==> config.mk <==
export PLATFORM = sky130hd
export DESIGN_NAME = fixed_mac_accum_flat
export DESIGN_NICKNAME = d
export VERILOG_FILES = /design/src/rtl/fixed_mac_accum_if.sv /design/src/rtl/fixed_mac_accum.sv /design/src/flat_wrapper.sv
export SDC_FILE = /design/constraint.sdc
export NUM_CORES = 1
export LEC_CHECK = 0
export ABC_AREA = 1
export CAP_MARGIN = 20
export CORE_AREA = 5 5 185 187
export CTS_BUF_LIST = sky130_fd_sc_hd__clkbuf_4 sky130_fd_sc_hd__clkbuf_8 sky130_fd_sc_hd__clkbuf_16
export CTS_CLUSTER_DIAMETER = 120
export DETAILED_ROUTE_END_ITERATION = 12
export DIE_AREA = 0 0 190 192
export GPL_ROUTABILITY_DRIVEN = 0
export PLACE_DENSITY = 0.82
export SYNTH_ARGS = -nofsm -noshare
export SYNTH_HDL_FRONTEND = slang
export SYNTH_SLANG_ARGS = --single-unit
==> constraint.sdc <==
create_clock -name clk -period 10.25 [get_ports clk]
set_clock_uncertainty 0.1 [all_clocks]
set_input_delay 1.025 -clock clk [delete_from_list [all_inputs] [get_ports clk]]
set_output_delay 1.025 -clock clk [all_outputs]
set_load 0.05 [all_outputs]
==> src/rtl/fixed_mac_accum_if.sv <==
// fixed_mac_accum_if: sample bus into the MAC (a, b, in_valid) and sum bus out of it (acc_o, out_valid, ovf)
// Latency: none, wires only
// Backpressure: none; the producer may present a sample every enabled cycle
interface fixed_mac_accum_if #(
   parameter int A_WIDTH   = 16,
   parameter int B_WIDTH   = 17,
   parameter int ACC_WIDTH = 32
) ();

   logic signed [A_WIDTH-1:0]   a;
   logic signed [B_WIDTH-1:0]   b;
   logic                        in_valid;
   logic signed [ACC_WIDTH-1:0] acc_o;
   logic                        out_valid;
   logic                        ovf;

   // sample source / sum consumer side
   modport master (
      output a,
      output b,
      output in_valid,
      input  acc_o,
      input  out_valid,
      input  ovf
   );

   // MAC side
   modport slave (
      input  a,
      input  b,
      input  in_valid,
      output acc_o,
      output out_valid,
      output ovf
   );

endinterface

==> src/rtl/fixed_mac_accum.sv <==
// fixed_mac_accum: fixed-point a*b multiply-accumulate, one aligned (optionally saturated) sum per N_ACC valid products
// Latency: valid sample taken at edge t -> out_valid pulse after edge t+MUL_STAGES+1
// Backpressure: none; a sample is accepted every cke=1 cycle, cke=0 freezes every register
module fixed_mac_accum #(
   parameter int A_WIDTH    = 16,
   parameter int A_EXP      = -8,
   parameter int B_WIDTH    = 17,
   parameter int B_EXP      = -9,
   parameter int ACC_WIDTH  = 32,
   parameter int ACC_EXP    = -16,
   parameter int MUL_STAGES = 2,
   parameter int N_ACC      = 4,
   parameter int SATURATE   = 1
) (
   input  logic             clk,
   input  logic             rst,
   input  logic             cke,
   input  logic             clear,
   fixed_mac_accum_if.slave mac
);

   // full-precision product width and exponent shift needed to land on ACC_EXP
   localparam int PW = A_WIDTH + B_WIDTH;
   localparam int SH = ACC_EXP - (A_EXP + B_EXP);
   // aligned product keeps two guard bits above the accumulator width
   localparam int AW = ACC_WIDTH + 2;
   // extension width wide enough that either shift direction loses nothing before truncation to AW
   localparam int EW = PW + AW;
   // sum width: accumulator plus aligned product can never overflow this
   localparam int SW = ACC_WIDTH + 3;
   localparam int CW = (N_ACC > 1) ? $clog2(N_ACC) : 1;

   // count value whose next valid product arms the dump state
   localparam logic [CW-1:0] CNT_PRELAST = CW'((N_ACC > 1) ? (N_ACC - 2) : 0);

   // accumulator range bounds, sign-extended to the sum width
   localparam logic signed [SW-1:0] MAX_V = {{(SW-ACC_WIDTH+1){1'b0}}, {(ACC_WIDTH-1){1'b1}}};
   localparam logic signed [SW-1:0] MIN_V = {{(SW-ACC_WIDTH+1){1'b1}}, {(ACC_WIDTH-1){1'b0}}};

   // ST_LAST means the next valid product completes the block
   typedef enum logic {
      ST_FILL = 1'b0,
      ST_LAST = 1'b1
   } state_t;

   // ------------------------------------------------------------------
   // input capture
   // ------------------------------------------------------------------
   logic signed [A_WIDTH-1:0] r_a;
   logic signed [B_WIDTH-1:0] r_b;
   logic                      r_in_vld;

   // register the incoming sample so the multiplier sees clean flop outputs
   always_ff @(posedge clk) begin
      if (rst || clear) begin
         r_a      <= '0;
         r_b      <= '0;
         r_in_vld <= 1'b0;
      end else if (cke) begin
         r_a      <= mac.a;
         r_b      <= mac.b;
         r_in_vld <= mac.in_valid;
      end
   end

   // ------------------------------------------------------------------
   // product pipeline
   // ------------------------------------------------------------------
   logic signed [PW-1:0] w_prod;
   logic signed [PW-1:0] w_fin_raw;
   logic signed [EW-1:0] w_ext;
   logic signed [AW-1:0] w_aln;

   assign w_prod = PW'(r_a) * PW'(r_b);

   generate
      if (MUL_STAGES == 1) begin : g_raw_none
         assign w_fin_raw = w_prod;
      end else begin : g_raw_pipe
         logic signed [PW-1:0] r_raw [MUL_STAGES-1];

         // unaligned product delay stages ahead of the aligning stage
         always_ff @(posedge clk) begin
            if (rst || clear) begin
               for (int i = 0; i < MUL_STAGES - 1; i++) begin
                  r_raw[i] <= '0;
               end
            end else if (cke) begin
               r_raw[0] <= w_prod;
               for (int i = 1; i < MUL_STAGES - 1; i++) begin
                  r_raw[i] <= r_raw[i-1];
               end
            end
         end

         assign w_fin_raw = r_raw[MUL_STAGES-2];
      end
   endgenerate

   // sign-extend before shifting so a right shift floors and a left shift keeps its sign
   assign w_ext = EW'(w_fin_raw);

   generate
      if (SH >= 0) begin : g_shr
         assign w_aln = AW'(w_ext >>> SH);
      end else begin : g_shl
         assign w_aln = AW'(w_ext <<< (-SH));
      end
   endgenerate

   logic [MUL_STAGES-1:0] r_pv;
   logic signed [AW-1:0]  r_pfin;

   // final product stage: aligned product plus the valid bits walking alongside the data
   always_ff @(posedge clk) begin
      if (rst || clear) begin
         r_pv   <= '0;
         r_pfin <= '0;
      end else if (cke) begin
         r_pv[0] <= r_in_vld;
         for (int i = 1; i < MUL_STAGES; i++) begin
            r_pv[i] <= r_pv[i-1];
         end
         r_pfin <= w_aln;
      end
   end

   // ------------------------------------------------------------------
   // accumulate / dump
   // ------------------------------------------------------------------
   logic signed [ACC_WIDTH-1:0] r_acc;
   logic [CW-1:0]               r_cnt;
   state_t                      r_state;
   logic signed [ACC_WIDTH-1:0] r_acc_o;
   logic                        r_out_valid;
   logic                        r_ovf;

   logic signed [SW-1:0]        w_sum;
   logic                        w_hi;
   logic                        w_lo;
   logic signed [ACC_WIDTH-1:0] w_res;

   // exact sum, range test, then clamp or wrap back to the accumulator width
   always_comb begin
      w_sum = SW'(r_acc) + SW'(r_pfin);
      w_hi  = (w_sum > MAX_V);
      w_lo  = (w_sum < MIN_V);
      w_res = w_sum[ACC_WIDTH-1:0];
      if (SATURATE != 0) begin
         if (w_hi) begin
            w_res = MAX_V[ACC_WIDTH-1:0];
         end else if (w_lo) begin
            w_res = MIN_V[ACC_WIDTH-1:0];
         end
      end
   end

   // count-driven accumulate FSM; the product that completes a block goes straight to acc_o
   always_ff @(posedge clk) begin
      if (rst || clear) begin
         r_acc       <= '0;
         r_cnt       <= '0;
         r_state     <= (N_ACC == 1) ? ST_LAST : ST_FILL;
         r_acc_o     <= '0;
         r_out_valid <= 1'b0;
         r_ovf       <= 1'b0;
      end else if (cke) begin
         r_out_valid <= 1'b0;
         if (r_pv[MUL_STAGES-1]) begin
            if (w_hi || w_lo) begin
               r_ovf <= 1'b1;
            end
            if (r_state == ST_LAST) begin
               r_acc_o     <= w_res;
               r_out_valid <= 1'b1;
               r_acc       <= '0;
               r_cnt       <= '0;
               r_state     <= (N_ACC == 1) ? ST_LAST : ST_FILL;
            end else begin
               r_acc   <= w_res;
               r_cnt   <= r_cnt + CW'(1);
               r_state <= (r_cnt == CNT_PRELAST) ? ST_LAST : ST_FILL;
            end
         end
      end
   end

   assign mac.acc_o     = r_acc_o;
   assign mac.out_valid = r_out_valid;
   assign mac.ovf       = r_ovf;

endmodule

==> src/flat_wrapper.sv <==
// flat-port wrapper written by rule: the top's interface ports become plain ports
module fixed_mac_accum_flat 
#(
   parameter int A_WIDTH    = 16,
   parameter int A_EXP      = -8,
   parameter int B_WIDTH    = 17,
   parameter int B_EXP      = -9,
   parameter int ACC_WIDTH  = 32,
   parameter int ACC_EXP    = -16,
   parameter int MUL_STAGES = 2,
   parameter int N_ACC      = 4,
   parameter int SATURATE   = 1
)
  (clk, rst, cke, clear, mac_a, mac_b, mac_in_valid, mac_acc_o, mac_out_valid, mac_ovf);
  fixed_mac_accum_if #(.A_WIDTH(A_WIDTH), .B_WIDTH(B_WIDTH), .ACC_WIDTH(ACC_WIDTH)) mac_i ();
  input  logic clk;
  input  logic rst;
  input  logic cke;
  input  logic clear;
  input wire logic [$bits(mac_i.a)-1:0] mac_a;
  input wire logic [$bits(mac_i.b)-1:0] mac_b;
  input wire logic [$bits(mac_i.in_valid)-1:0] mac_in_valid;
  output wire logic [$bits(mac_i.acc_o)-1:0] mac_acc_o;
  output wire logic [$bits(mac_i.out_valid)-1:0] mac_out_valid;
  output wire logic [$bits(mac_i.ovf)-1:0] mac_ovf;
  assign mac_i.a = mac_a;
  assign mac_i.b = mac_b;
  assign mac_i.in_valid = mac_in_valid;
  assign mac_acc_o = mac_i.acc_o;
  assign mac_out_valid = mac_i.out_valid;
  assign mac_ovf = mac_i.ovf;
  fixed_mac_accum #(.A_WIDTH(A_WIDTH), .A_EXP(A_EXP), .B_WIDTH(B_WIDTH), .B_EXP(B_EXP), .ACC_WIDTH(ACC_WIDTH), .ACC_EXP(ACC_EXP), .MUL_STAGES(MUL_STAGES), .N_ACC(N_ACC), .SATURATE(SATURATE)) u_core (.clk(clk), .rst(rst), .cke(cke), .clear(clear), .mac(mac_i));
endmodule
==> summary.md <==
| Metric | Value |
|---|---|
| Status | finished, final reports clean |
| HP Start | u_core.mac.out_valid |
| Post-route antenna net violation count | 0 |
| Max IR drop VDD | 0.118 mV |
| Post-synth ARST share | 0 |
| Int Power | 1.10 mW |
| Slew @ Worst Pin | 0.958 ns |
| Largest net degree at the start of global routing | 66 |
| Syn Inst Count | 2537 |
| Die area | 36500 um2 |
| Global route overflow | 0 |
| Crit Path Category | flop to flop |
| Multi-input gate area | 12800 um2 |
| Vias post-DR | 16300 |
| Worst r2r dst | u_core.g_raw_pipe.r_raw[0][27] |
| Part of the Yosys area used for sequential elements | 0.194 |
| Worst setup path endpoint | u_core.g_raw_pipe.r_raw[0][27] |
| Final hold vios | 0 |
| Ys flop type | dfxtp_1 |
| Most common cell after layout, fill and taps aside | nand2_1 |
| Final Max Tran Viols | 0 |
| Final wirelength | 47400 um |
| Max_cap viols | 0 |
| Register area | 3700 um2 |
| Commonest cells after routing, fill and taps aside | nand2_1 (739), inv_1 (559), fa_1 (277), a21oi_1 (182), dfxtp_1 (137) |
| Synthesized area per cell | 7.51 um2 |
| Post-DP HPWL | 36700 um |
| Sinks on Clock Net | 169 |
| Final setup vio count | 0 |
| Non-filler cells, final | 2985 |
| Final TNS setup | 0 ns |
| Reg2reg setup slack | 3.49 ns |
| Dpl cells | 2952 |
| Fin crit share | 0.659 |
| Post-cts resize count | 0 |
| Switching portion of total power | 0.296 |
| Worst skew pair latency | 0.46 ns |
| Core area | 32300 um2 |
| IO buf count | 71 |
| Crit path DAT | 6.87 ns |
| Die X | 190 um |
| Fillers | 2654 |
| Core Rows | 66 |
| # IOs | 72 |
| Clk root buf | clkbuf_16 |
| Net Sw Power | 464 uW |
| Clock buffer depth | 2 |
| Post-synth EDFFs | 32 |
| Ys Warns | 0 |
| Initial core utilization | 0.590 |
| Post-Syn Nets | 2969 |
| Highest Clock Rate | 148 MHz |
| Type of origin of the critical path | flop |
| Ratio of cells with drive above 1 in the final layout | 0.0385 |
| Seq cells post-synth | 169 |
| P&R area growth vs syn | 8.38% |
| Setup crit start | u_core.r_b[16] |
| Total GRT Usage | 0.271 |
| Pre-Repair DR Iteration Count | 8 |
| Fin nets | 2962 |
| Combinational power share | 0.099 |
| Remaining DRCs | 0 |
| Max FO, Critical Path | 17 |
| Initial DRC Count | 1475 |
| Critical path required time | 10.37 ns |
| Static leakage | 11.2 nW |
| Fin Hold WS | 0.369 ns |
| Cell Pwr Density | 76.0 nW/um2 |
| First-pass GRT wire length | 80100 um |
| Synth Cell Area | 19100 um2 |
| Max-slew headroom | 0.361 |
| Distinct cells, synth | 42 |
| Worst-path clk slew | 0.08 ns |
| Average wire per standard cell | 15.9 um |
| Hold-fix buffers, CTS | 0 |
| Tmin final | 6.76 ns |
| Reg-to-reg startpoint | u_core.r_b[16] |
| Flop pwr share | 0.453 |
| Ant diodes | 0 |
| Final core occ | 0.640 |
| Die height | 192 um |
| Reg2Reg Depth | 22 |
| Num CTS Buffers | 17 |
| Clock power share | 0.449 |
| Unrepaired setup endpoints after global routing | no |
| CP endpoint kind | flop |
| H-tree depth | 4 |
| Hold Path Class | flop to flop |
| CTS tree | done |
| Vias in the first global route | 16800 |
| Post-CTS setup buffer count | 0 |
| Via-per-instance ratio | 5.45 |
| Initial antenna violation count | 0 |
==> cell usage after synthesis, drive strengths merged (3+ instances only) <==
cell type  number  area [um2]
xor2           19         166
o21a            5        37.5
clkbuf         99         372
nand4           7        43.8
buf            16        96.3
a21oi         186         946
xnor2           9        78.8
a31oi          32         200
dfxtp         137        2740
edfxtp         32         961
nor2          101         382
ha            117        1460
fa            277        5550
a211oi          3        22.5
nand3          41         215
nor3            9        55.1
o21ai          81         405
a21o            5        37.5
nand3b          4        30.0
o21bai         11        82.6
a21boi          4        30.0
nand2         760        2920
nor4            4        25.0
or2             3        18.8
inv           569        2140
==> kinds of logic (layout without fill, tap and decap cells) <==
family / after synthesis / in the layout / synth area share
AND/OR/NAND/NOR: 930 / 930 / 0.194
flip-flops: 169 / 169 / 0.194
AO/OA/AOI/OAI: 331 / 331 / 0.0942
buffers and inverters: 685 / 691 / 0.137
XOR/XNOR: 28 / 28 / 0.0129
adder cells (fa/ha/maj): 394 / 394 / 0.368
==> power groups by stage <==
stage	Combinational (mW)	Sequential [mW]	Clock, mW
after floorplan	0.117	0.705	0
after global routing	0.175	0.712	0.738
after CTS	0.155	0.709	0.708
after global placement	0.148	0.724	0
after detailed placement	0.153	0.724	0
final	0.155	0.710	0.704
==> stage by stage <==
| step | setup slack (ns) | power (mW) | area, um2 |
|---|---|---|---|
| detailed placement | 3.72 | 0.877 | 20000 |
| global placement | 3.77 | 0.872 | 20000 |
| global route | 3.19 | 1.62 | 20600 |
| finish | 3.49 | 1.57 | 20600 |
| floorplan | 4.40 | 0.822 | 19100 |
| CTS | 3.68 | 1.57 | 20600 |
==> layout make-up <==
cell class | instances | share of cell area
clock buffers | 17 | 0.0206
multi-input cells | 1683 | 0.618
well taps | 442 | 0.0268
flip-flops and latches | 169 | 0.179
clock inverters | 15 | 0.0105
inverters | 570 | 0.104
repair buffers | 89 | 0.0413
==> flip-flops by register name, summed over array words and instances, names as in the netlist <==
name / count
u_core.g_raw_pipe.r_raw: 32
u_core.mac.acc_o: 32
u_core.r_acc: 32
u_core.r_pfin: 32
u_core.r_b: 17
u_core.r_a: 16
u_core.r_cnt: 2
u_core.r_pv: 2
u_core.mac.out_valid: 1
u_core.mac.ovf: 1
u_core.r_in_vld: 1
u_core.r_state: 1
==> routing by layer <==
metal | part of all wire | vias to the layer above | global-route usage
met5 | 0 | - | 0
met4 | 0.050 | 0 | 0.128
met3 | 0.074 | 210 | 0.0469
met2 | 0.49 | 722 | 0.473
met1 | 0.39 | 7762 | 0.328
li1 | - | 7581 | -
==> how the worst min path moves through the flow <==
stage                           endpoint  slack, ns  cells after the start
finish              u_core.mac.out_valid       0.37                      2
global route            u_core.r_pfin[3]       0.38                      2
CTS                      u_core.r_cnt[0]       0.37                      1
detailed placement       u_core.r_cnt[0]       0.35                      1
global placement         u_core.r_cnt[0]       0.35                      1
floorplan                u_core.r_cnt[0]       0.34                      1
==> worst max-delay path: stages (launching register included) <==
cell and delay [ns]:
dfxtp_1 0.82, nand2_1 0.22, inv_1 0.18, fa_1 0.57
fa_1 0.59, fa_1 0.46, fa_1 0.52, fa_1 0.49
inv_1 0.05, fa_1 0.48, inv_1 0.05, ha_1 0.33
nand2_1 0.13, nor2_1 0.18, nor2b_1 0.40, nand4_1 0.22
nand3_1 0.24, a21o_1 0.18, nand2_1 0.06, nand3_1 0.09
nand2_1 0.07, nand2_1 0.06, nor2_1 0.04
Power figures use the tool's default switching activity.
